**config.mk**
```make
export PLATFORM = sky130hd
export DESIGN_NAME = seq_div_unit
export DESIGN_NICKNAME = d
export VERILOG_FILES = /design/src/rtl/seq_div_unit.sv
export SDC_FILE = /design/constraint.sdc
export NUM_CORES = 1
export LEC_CHECK = 0
export BUFFER_PORTS_ARGS = -buffer_cell sky130_fd_sc_hd__buf_2
export CAP_MARGIN = 20
export CORE_ASPECT_RATIO = 0.9
export CORE_MARGIN = 5
export CORE_UTILIZATION = 50
export DETAILED_ROUTE_END_ITERATION = 10
export PLACE_DENSITY = 0.72
export SYNTH_ARGS = -nofsm -noshare
export SYNTH_HDL_FRONTEND = slang
export SYNTH_SLANG_ARGS = --single-unit
```
**constraint.sdc**
```tcl
create_clock -name CLK -period 4.7 [get_ports CLK]
set_clock_uncertainty 0.2 [all_clocks]
set_input_delay 0.705 -clock CLK [delete_from_list [all_inputs] [get_ports CLK]]
set_output_delay 0.705 -clock CLK [all_outputs]
set_load 0.02 [all_outputs]
```
**src/rtl/seq_div_unit.sv**
```systemverilog
// seq_div_unit: iterative restoring divider for the DIV/DIVU instructions.
// One quotient bit is retired per clock. Operands are reduced to magnitudes
// on acceptance, divided unsigned, and the signs are restored at the end.
// The quotient goes to LO and the remainder to HI through a
// START/BUSY/DONE handshake with the pipeline stall logic.
module seq_div_unit #(
    parameter int WIDTH = 32
) (
    input  logic             CLK,
    input  logic             RST_N,
    input  logic             START,
    input  logic             SIGNED_OP,
    input  logic [WIDTH-1:0] DIVIDEND,
    input  logic [WIDTH-1:0] DIVISOR,
    output logic             BUSY,
    output logic             DONE,
    output logic             DIV_ZERO,
    output logic [WIDTH-1:0] QUO,
    output logic [WIDTH-1:0] REM
);

    // The step counter must be able to hold WIDTH itself.
    localparam int CW = $clog2(WIDTH + 1);
    localparam logic [CW-1:0] CNT_INIT = CW'(WIDTH);
    localparam logic [CW-1:0] CNT_LAST = CW'(1);

    typedef enum logic [1:0] {
        IDLE = 2'd0,
        RUN  = 2'd1,
        FIN  = 2'd2,
        OUT  = 2'd3
    } state_t;

    state_t state;
    state_t next_state;

    // Partial remainder, and the dividend register that fills with
    // quotient bits from the right as it shifts out to the left.
    logic [WIDTH-1:0] part_rem;
    logic [WIDTH-1:0] quo_shift;
    logic [WIDTH-1:0] dsr_mag;
    logic [WIDTH-1:0] raw_dividend;
    logic [CW-1:0]    cnt;
    logic             quo_neg;
    logic             rem_neg;
    logic             zero_div;

    // Operand preparation on the accept edge.
    logic             dvd_neg;
    logic             dsr_neg;
    logic [WIDTH-1:0] dvd_abs;
    logic [WIDTH-1:0] dsr_abs;

    // One restoring step and the final sign correction.
    logic [WIDTH:0]   shifted;
    logic [WIDTH:0]   trial;
    logic [WIDTH-1:0] quo_fixed;
    logic [WIDTH-1:0] rem_fixed;

    // Magnitudes of the incoming operands; the most negative value simply
    // maps onto itself, read as an unsigned WIDTH-bit quantity.
    always_comb begin
        dvd_neg = SIGNED_OP & DIVIDEND[WIDTH-1];
        dsr_neg = SIGNED_OP & DIVISOR[WIDTH-1];
        dvd_abs = dvd_neg ? (~DIVIDEND + WIDTH'(1)) : DIVIDEND;
        dsr_abs = dsr_neg ? (~DIVISOR + WIDTH'(1)) : DIVISOR;
    end

    // Trial subtraction. Since the partial remainder is always below the
    // divisor, WIDTH+1 bits are enough for the sign of the trial to be exact.
    always_comb begin
        shifted   = {part_rem, quo_shift[WIDTH-1]};
        trial     = shifted - {1'b0, dsr_mag};
        quo_fixed = quo_neg ? (~quo_shift + WIDTH'(1)) : quo_shift;
        rem_fixed = rem_neg ? (~part_rem + WIDTH'(1)) : part_rem;
    end

    // State register with synchronous reset.
    always_ff @(posedge CLK) begin
        if (!RST_N) begin
            state <= IDLE;
        end else begin
            state <= next_state;
        end
    end

    // Next-state logic: accept, WIDTH steps, sign fix, one-cycle result.
    always_comb begin
        next_state = state;
        case (state)
            IDLE: begin
                if (START) begin
                    next_state = RUN;
                end
            end
            RUN: begin
                if (cnt == CNT_LAST) begin
                    next_state = FIN;
                end
            end
            FIN: begin
                next_state = OUT;
            end
            OUT: begin
                next_state = IDLE;
            end
            default: begin
                next_state = IDLE;
            end
        endcase
    end

    // Handshake outputs decoded from the state.
    always_comb begin
        BUSY = 1'b0;
        DONE = 1'b0;
        case (state)
            RUN: begin
                BUSY = 1'b1;
            end
            FIN: begin
                BUSY = 1'b1;
            end
            OUT: begin
                BUSY = 1'b1;
                DONE = 1'b1;
            end
            default: begin
                BUSY = 1'b0;
                DONE = 1'b0;
            end
        endcase
    end

    // Datapath: operand capture, restoring steps, and result registers that
    // hold until the FIN edge of the following operation.
    always_ff @(posedge CLK) begin
        if (!RST_N) begin
            part_rem     <= '0;
            quo_shift    <= '0;
            dsr_mag      <= '0;
            raw_dividend <= '0;
            cnt          <= '0;
            quo_neg      <= 1'b0;
            rem_neg      <= 1'b0;
            zero_div     <= 1'b0;
            QUO          <= '0;
            REM          <= '0;
            DIV_ZERO     <= 1'b0;
        end else begin
            case (state)
                IDLE: begin
                    if (START) begin
                        part_rem     <= '0;
                        quo_shift    <= dvd_abs;
                        dsr_mag      <= dsr_abs;
                        raw_dividend <= DIVIDEND;
                        cnt          <= CNT_INIT;
                        quo_neg      <= dvd_neg ^ dsr_neg;
                        rem_neg      <= dvd_neg;
                        zero_div     <= (DIVISOR == '0);
                    end
                end
                RUN: begin
                    if (trial[WIDTH]) begin
                        part_rem <= shifted[WIDTH-1:0];
                    end else begin
                        part_rem <= trial[WIDTH-1:0];
                    end
                    quo_shift <= {quo_shift[WIDTH-2:0], ~trial[WIDTH]};
                    cnt       <= cnt - CNT_LAST;
                end
                FIN: begin
                    if (zero_div) begin
                        QUO <= '1;
                        REM <= raw_dividend;
                    end else begin
                        QUO <= quo_fixed;
                        REM <= rem_fixed;
                    end
                    DIV_ZERO <= zero_div;
                end
                default: begin
                end
            endcase
        end
    end

endmodule
```
Word level (Yosys, flattened, before mapping):

Index checks and enable logic that the tools add are counted.

* flip-flop bits (word level): 204
* output and inout port bits: 67
* logic and storage cells: 57

* add/subtract/negate cells: 6
* eq/ne operators: 6
* multiplexer cells: 18
* bitwise gates (word level): 8
* reductions and logical operators: 7

Operators by type and width (count)
* $mux 32: 9
* $add 32x1->32 const B: 4
* $not 32->32: 4
* $pmux 32 s2: 2
* $sub 33x32->33: 1
* $logic_not 32->1: 1
* $pmux 6 s2: 1
* $pmux 2 s4: 1
* $eq 6x1->1 const B: 1
* $mux 6: 1
* $reduce_and 2->1: 3
* $sub 6x1->6 const B: 1
* $eq 2x2->1 const B: 2
* $mux 2: 2
* $ne 2x2->1 const B: 2
* $reduce_or 3->1: 1
* $and 1x1->1: 2
* $eq 2x1->1 const B: 1
* $logic_not 2->1: 1
* $mux 1: 2
* $reduce_bool 2->1: 1
* $not 1->1: 1
* $xor 1x1->1: 1

Longest topological paths before layout:

Gate-level depths: netlist of run 1.

* depth in word-level cells: 5
* mapped depth: 14
* mapped depth without buffers: 12

Worst setup path after synthesis of run 1:

No wires, ideal clock.

* path type: reg-to-reg
* from: register quo_shift[31]
* to: register quo_shift[0]
* data arrival time: 3227 ps
* required time: 4405 ps
* path slack: 1178 ps
* cell stages (with the launch flop): 15
* path buffers: 2
* period minus slack after synthesis: 3522 ps
* cells stage by stage: dfxtp_1 inv_1 ha_1 fa_1 nand2b_1 a21oi_1 o211ai_1 and3_1 o31a_1 a311oi_1 a311o_1 clkbuf_1 clkbuf_1 nand2_1 a221oi_1

* longest elaborated chain between the ends: 3

Ends and longest elaborated chain
* from (decl): line 40 `logic [WIDTH-1:0] quo_shift;`
* from (signal assigned): line 155 `quo_shift <= dvd_abs;`
* from (signal assigned): line 170 `quo_shift <= {quo_shift[WIDTH-2:0], ~trial[WIDTH]};`
* $sub 33x32->33: line 73 `trial = shifted - {1'b0, dsr_mag};`
* $not 1->1: line 170
* $pmux 32 s2: line 151 `case (state)`

Every way passes these cells.
A chain may end at the register's enable or synchronous reset.

Final worst setup path of run 1:

* from: register quo_shift[31]
* to: register part_rem[19]

* longest elaborated chain between the ends: 3

Ends and longest elaborated chain
* $sub 33x32->33: line 73
* $mux 32: line 165 `if (trial[WIDTH]) begin`
* $pmux 32 s2: line 151
* to (signal assigned): line 166 `part_rem <= shifted[WIDTH-1:0];`
* to (signal assigned): line 168 `part_rem <= trial[WIDTH-1:0];`
* to (decl): line 39 `logic [WIDTH-1:0] part_rem;`

Every way passes these cells.

==> flow_summary.toml, run 1 <==
[sta]
whs_ns = 0.235
worst_pin_slew_ns = 1.11
rsz0062_at_grt = "false"
timing.setup.tns_ns = 0
max_freq_mhz = 248
min_period_ns = 4.04
fin_ws_ns = 0.665
hold_viol_final = 0
slew_headroom_pct = 26.2
slew_violations = 0
finalCritPeriodShare_pct = 85.9
setup_viol = 0

[global_routing]
grt_pass1_wl_um = 56500
antenna_found_initial = 1
grt_pass1_vias = 10800
gr-total-overflow = 0
grt.total_usage_pct = 24.2
grt_start_max_net_pins = 90

[routing]
drt_first_pass_iters = 5
vias = 11700
via_per_inst = 5.83
post_drt_wl_per_cell_um = 17.1
drt-total-wl_um = 34500
drt_first_iter_violations = 960
postRouteAntennaNets = 0
drc = 0

[finish]
finish.utilization_pct = 57.5
multiInputGateArea_mm2 = 0.00762
nets = 1801
area_growth_pct = 13.4
fillCellCount = 2293
drive_gt1_share_pct = 12.3
design_area_mm2 = 0.0139
seqCellArea_mm2 = 0.00409
layout.cells.non_filler = 2016

[worst_setup_path]
crit_chain = "inv_1 > ha_1 > fa_1 > nand2b_1 > a21oi_1 > o211ai_1 > and3_1 > o31a_1 > a311oi_1 > a311o_2 > mux2i_1 > o21ai_0"
critical-path-top-delay-family = "compound AO/OA/AOI/OAI gates"
required_ns = 4.90
slowest_stage = "a311o_2"
path_buf_inv = 1
startpoint_type = "flip-flop"
path_class = "flip-flop to flip-flop"
max_stage_delay_ns = 0.91
end_kind = "flip-flop"
worstPathArrival_ns = 4.23
critPathMaxFanout = 39

[placed_design]
place.gp.congestion = 0.893
port_buffers = 134
hpwlAfterDp_um = 24900
dp.cells = 1971
dp_slack_ns = 0.762
place_area_mm2 = 0.0131

[job]
cap_violations = 0

[synth]
netlist_instances = 1611
synth_nets = 1723
synth_seq_cells = 204
ys_async_sr_fraction_pct = 0
synth.cell_area_mm2 = 0.0123
synthAdderAreaFrac_pct = 4.55
synth_edf_count = 0
synth_xor_area_share_pct = 10.4
synth_top_family_by_area = "compound AO/OA/AOI/OAI gates"
ys_seq_area_share_pct = 33.3
synth.area.mux_share_pct = 3.59
ys.flop_type = "dfxtp_1"
synth_cell_types = 61
synthSimpleGateAreaFrac_pct = 20.9
synth_compound_area_share_pct = 22.5
yosys_warnings = 0
synth_area_per_cell_um2 = 7.61

[pwr]
power.total_mw = 7.47
irDropWorstVdd_v = 0.000436
p_per_area_mw_per_mm2 = 538
leakage_nw = 5.54

[floorplanning]
io_pins = 135
die_h_um = 159
die_x_um = 175
rows = 54
die_area_mm2 = 0.0277
start_util_pct = 50.7
core_mm2 = 0.0242

[clock_tree]
ctsResizeCount = 0
clk_latency_ns = 0.55
clkSlewWorstSetupHoldPaths_ns = 0.06
cts_tree = "yes"
clock_sinks = 204
clk_path_buf_depth = 3
cts_root_buf = "clkbuf_16"
cts_setup_buffers = 0
hold_buffers = 0
htree_levels = 1
numCtsBuffers = 24

[status]
outcome = "finished clean"

[min_path]
hold_path_class = "input port to flip-flop"
[power by group]
| group | switching [mW] | leakage [nW] | internal [mW] |
|---|---|---|---|
| sequential | 0.360 | 1.67 | 2.14 |
| combinational | 1.94 | 3.48 | 1.15 |
| clock | 0.787 | 0.397 | 1.09 |
| total | 3.09 | 5.54 | 4.39 |
[cells by family after synthesis]
| logic type | count (synthesis) |
|---|---|
| adders and majority gates | 44 |
| xor gates and xnor gates | 145 |
| and+or+nand+nor | 565 |
| muxes | 44 |
| buffers and inverters | 155 |
| AOI/OAI and AO/OA | 454 |
| DFF | 204 |
[sequential cells by signal (all words and copies together), names as in the netlist]
name	cells
quo_neg	1
dsr_mag	32
rem_neg	1
raw_dividend	32
part_rem	32
QUO	32
zero_div	1
cnt	6
DIV_ZERO	1
state	2
REM	32
quo_shift	32
[final timing paths]
check | to | slack (ns) | cells after the start | startpoint
max reg2reg | part_rem[19] | 0.66 | 12 | quo_shift[31]
min | raw_dividend[17] | 0.23 | 3 | DIVIDEND[17]
max | part_rem[19] | 0.66 | 12 | quo_shift[31]
min reg2reg | raw_dividend[20] | 0.26 | 2 | raw_dividend[20]
[routing by layer]
| layer | up-vias | track usage [%] | routed length [µm] |
|---|---|---|---|
| met5 | - | 0 | 0 |
| met4 | 0 | 5.98 | 744 |
| met3 | 51 | 3.35 | 2250 |
| met2 | 378 | 36.9 | 14500 |
| met1 | 5523 | 36.2 | 17000 |
| li1 | 5797 | - | - |
[cell usage after synthesis, drive strengths merged, types with 16 or more instances]
cell	instances	area, µm²
nor3	20	100
xnor2	59	517
ha	43	538
o22ai	25	156
a21oi	128	641
xor2	86	753
nor2	125	469
dfxtp	204	4080
nor2b	21	131
inv	55	206
o211ai	16	120
clkbuf	83	312
nand2	268	1010
buf	16	63.8
nand2b	22	138
a211oi	25	188
o31ai	29	231
mux2i	44	440
o21ai	144	721
nand3	19	95.1
or3	27	185
[layout by cell type, fill, tap and decap left out, types with 15 or more instances in the layout]
master	instances
nand2_1	268
dfxtp_1	203
o21ai_0	142
buf_2	134
a21oi_1	128
nor2_1	125
xor2_1	86
xnor2_1	59
inv_1	54
mux2i_1	44
ha_1	41
o31ai_1	28
a211oi_1	25
o22ai_1	25
clkbuf_16	24
or3_1	23
nand2b_1	22
nor2b_1	21
nor3_1	20
nand3_1	19
buf_4	17
o211ai_1	16
nand4_1	15
o41ai_1	15
[tightest hold or removal path: cells and delay by family]
kind            cells  cell delay, ns
buf+inv             1            0.12
simple gates        1            0.05
compound gates      1            0.05
[area by class of cell]
type / instances / share of cell area (%)
multi-input combinational: 1252 / 54.8
sequential: 204 / 29.4
timing repair buffer: 151 / 5.74
clock buffer: 34 / 4.95
tap: 308 / 2.77
inverter: 56 / 1.53
clock inverter: 10 / 0.819
antenna: 1 / 0.0180
Note: power is estimated with default switching activity, not from simulation.
==> run 2: changes to the inputs <==
- ABC_AREA: default -> 1
- CORE_UTILIZATION: 50 -> 35
- PLACE_DENSITY: 0.72 -> 0.54
==> run 2 against run 1 <==
Net effect:
- first-iteration DRC count is 46% higher
- sequential power is 2% lower
- utilization is 18 points lower
- combinational power is 49% higher
- final area is 19% higher
- worst hold slack better by 0.019 ns
- sequential share of layout area is 4.8 points lower
- non-clock buffer count stayed put
- register-to-register slack better by 0.97 ns
- setup slack better by 0.97 ns
- area after synthesis is 20% higher
- routed wire length is 51% higher
- critical path type unchanged
- critical endpoint is now part_rem[16]
- largest power group unchanged
==> flow_summary.toml, run 2 <==
[status]
outcome = "finished clean"

[synth]
yosysMostFrequentCell = "nand2_1"
synth_edf_count = 0
ys.flop_type = "dfxtp_1"
synth_common_cells = "nand2_1, inv_1, dfxtp_1"
ys_seq_area_share_pct = 27.7
synth_top_area_share_pct = 27.7
synth_area_leaders = "dfxtp_1, nand2_1, inv_1, a21oi_1, nand3_1"
ys_async_sr_fraction_pct = 0
synth_nets = 2472
yosys_warnings = 0
synth_area_leader_cell = "dfxtp_1"
synth_area_per_cell_um2 = 6.25
synth_seq_cells = 204
synth_cell_types = 53
synth.cell_area_mm2 = 0.0147
netlist_instances = 2360

[worst_setup_path]
startpoint_type = "flip-flop"
max_stage_delay_ns = 0.47
critical-path-top-delay-family = "simple AND/OR/NAND/NOR gates"
end_kind = "flip-flop"
path_buf_inv = 2
crit_path_frequent_cell = "nand2_4"
worstPathArrival_ns = 3.34
required_ns = 4.97
path_class = "flip-flop to flip-flop"
critPathMaxFanout = 11
crit_chain = "inv_1 > ha_1 > fa_1 > inv_1 > nand2_1 > nand2_2 > nand3_2 > nand2_4 > nand2_4 > nand2_4 > nand2_4 > nand3_1 > nand2_2 > nand2_1 > nand3_1 > a21oi_2"
slowest_stage = "nand3_1"

[sta]
finalCritPeriodShare_pct = 65.3
setup_viol = 0
worst_pin_slew_ns = 0.883
hold_viol_final = 0
slew_headroom_pct = 41.1
max_freq_mhz = 326
slew_violations = 0
min_period_ns = 3.07
timing.setup.tns_ns = 0
whs_ns = 0.254
rsz0062_at_grt = "false"

[clock_tree]
hold_buffers = 0
ctsResizeCount = 0
cts_setup_buffers = 0
clk_latency_ns = 0.54
clk_path_buf_depth = 3
clkSlewWorstSetupHoldPaths_ns = 0.06
numCtsBuffers = 25
htree_levels = 1
clock_sinks = 204
cts_root_buf = "clkbuf_16"
cts_tree = "yes"

[finish]
final_cell_mix = "nand2_1, inv_1, dfxtp_1, nor2_1, a21oi_1"
fillCellCount = 4576
area_growth_pct = 12.5
final_common_cell = "nand2_1"
drive_gt1_share_pct = 13.2
nets = 2552
finish.utilization_pct = 39.7

[floorplanning]
die_x_um = 226
rows = 71
core_mm2 = 0.0418
start_util_pct = 35.3
die_area_mm2 = 0.0463
die_h_um = 205
io_pins = 135

[pwr]
leakage_nw = 8.01
pwr-share-seq_pct = 27.2
p_switching_mw = 4.35
power_frac_comb_pct = 51.2
internal_power_mw = 4.61
switching_share_pct = 48.5
p_per_area_mw_per_mm2 = 540
irDropWorstVdd_v = 0.000251
pwr-share-clk_pct = 21.6

[global_routing]
grt_pass1_wl_um = 81100
grt_pass1_vias = 14300
antenna_found_initial = 4
grt.total_usage_pct = 21.7
grt_start_max_net_pins = 89
gr-total-overflow = 0

[routing]
drt_first_iter_violations = 1401
drt-total-wl_um = 52100
vias = 15500
drt_first_pass_iters = 6
via_per_inst = 5.16
postRouteAntennaNets = 0
drc = 0
post_drt_wl_per_cell_um = 17.3

[job]
cap_violations = 0

[placed_design]
hpwlAfterDp_um = 40500
place.gp.congestion = 0.939
port_buffers = 134

[min_path]
hold_path_class = "flip-flop to flip-flop"
run 2: kinds of logic after synthesis:
| family | after synthesis | share of synthesized area (%) |
|---|---|---|
| simple gates | 1129 | 35.2 |
| compound gates | 490 | 18.8 |
| buf+inv | 454 | 12.2 |
| flops | 204 | 27.7 |
| fa+ha+maj | 44 | 3.78 |
| xor+xnor | 39 | 2.32 |
run 2: final cells by class:
type | count | area (µm²) | area share (%)
Clock inverter | 6 | 58.8 | 0.354
Antenna cell | 3 | 7.51 | 0.0452
Clock buffer | 40 | 752 | 4.53
Multi-Input combinational cell | 1702 | 8870 | 53.4
Inverter | 356 | 1340 | 8.07
Sequential cell | 204 | 4080 | 24.6
Tap cell | 547 | 684 | 4.12
Timing Repair Buffer | 151 | 798 | 4.81
run 2: worst paths after layout:
kind	cells after the start	slack, ns	to	start
setup / recovery	16	1.63	part_rem[16]	quo_shift[31]
hold reg to reg	2	0.25	raw_dividend[29]	raw_dividend[29]
hold / removal	2	0.25	raw_dividend[29]	raw_dividend[29]
setup reg to reg	16	1.63	part_rem[16]	quo_shift[31]
run 2: power by group through the flow:
stage	logic (mW)	registers, mW	clock network, mW
finish	4.59	2.44	1.94
global route	5.11	2.49	2.06
detailed placement	4.54	2.47	0
CTS	4.57	2.44	1.97
floorplan	3.26	2.52	0
global placement	4.53	2.46	0
run 2: layer usage:
metal | part of all wire (%) | vias to the layer above | GRT usage (%)
met5 | 0.025 | - | 0
met4 | 2.0 | 2 | 4.43
met3 | 7.1 | 53 | 3.70
met2 | 41 | 490 | 31.4
met1 | 50 | 7147 | 33.6
li1 | - | 7820 | -
run 2: worst register-to-register path, stage by stage, from the launching register on:
cell     delay, ns
dfxtp_1       0.36
inv_1         0.09
ha_1          0.23
fa_1          0.40
inv_1         0.11
nand2_1       0.07
nand2_2       0.07
nand3_2       0.08
nand2_4       0.12
nand2_4       0.06
nand2_4       0.06
nand2_4       0.07
nand3_1       0.47
nand2_2       0.28
nand2_1       0.12
nand3_1       0.09
a21oi_2       0.13
run 2: through the flow:
step	power [mW]	std cells	setup slack [ns]	area (µm²)
floorplan	5.77	2360	2.27	14700
global placement	6.98	2960	1.73	15800
detailed placement	7.01	2960	1.67	15800
CTS	8.97	3006	1.65	16600
global route	9.66	3009	1.40	16600
finish	8.96	3009	1.63	16600
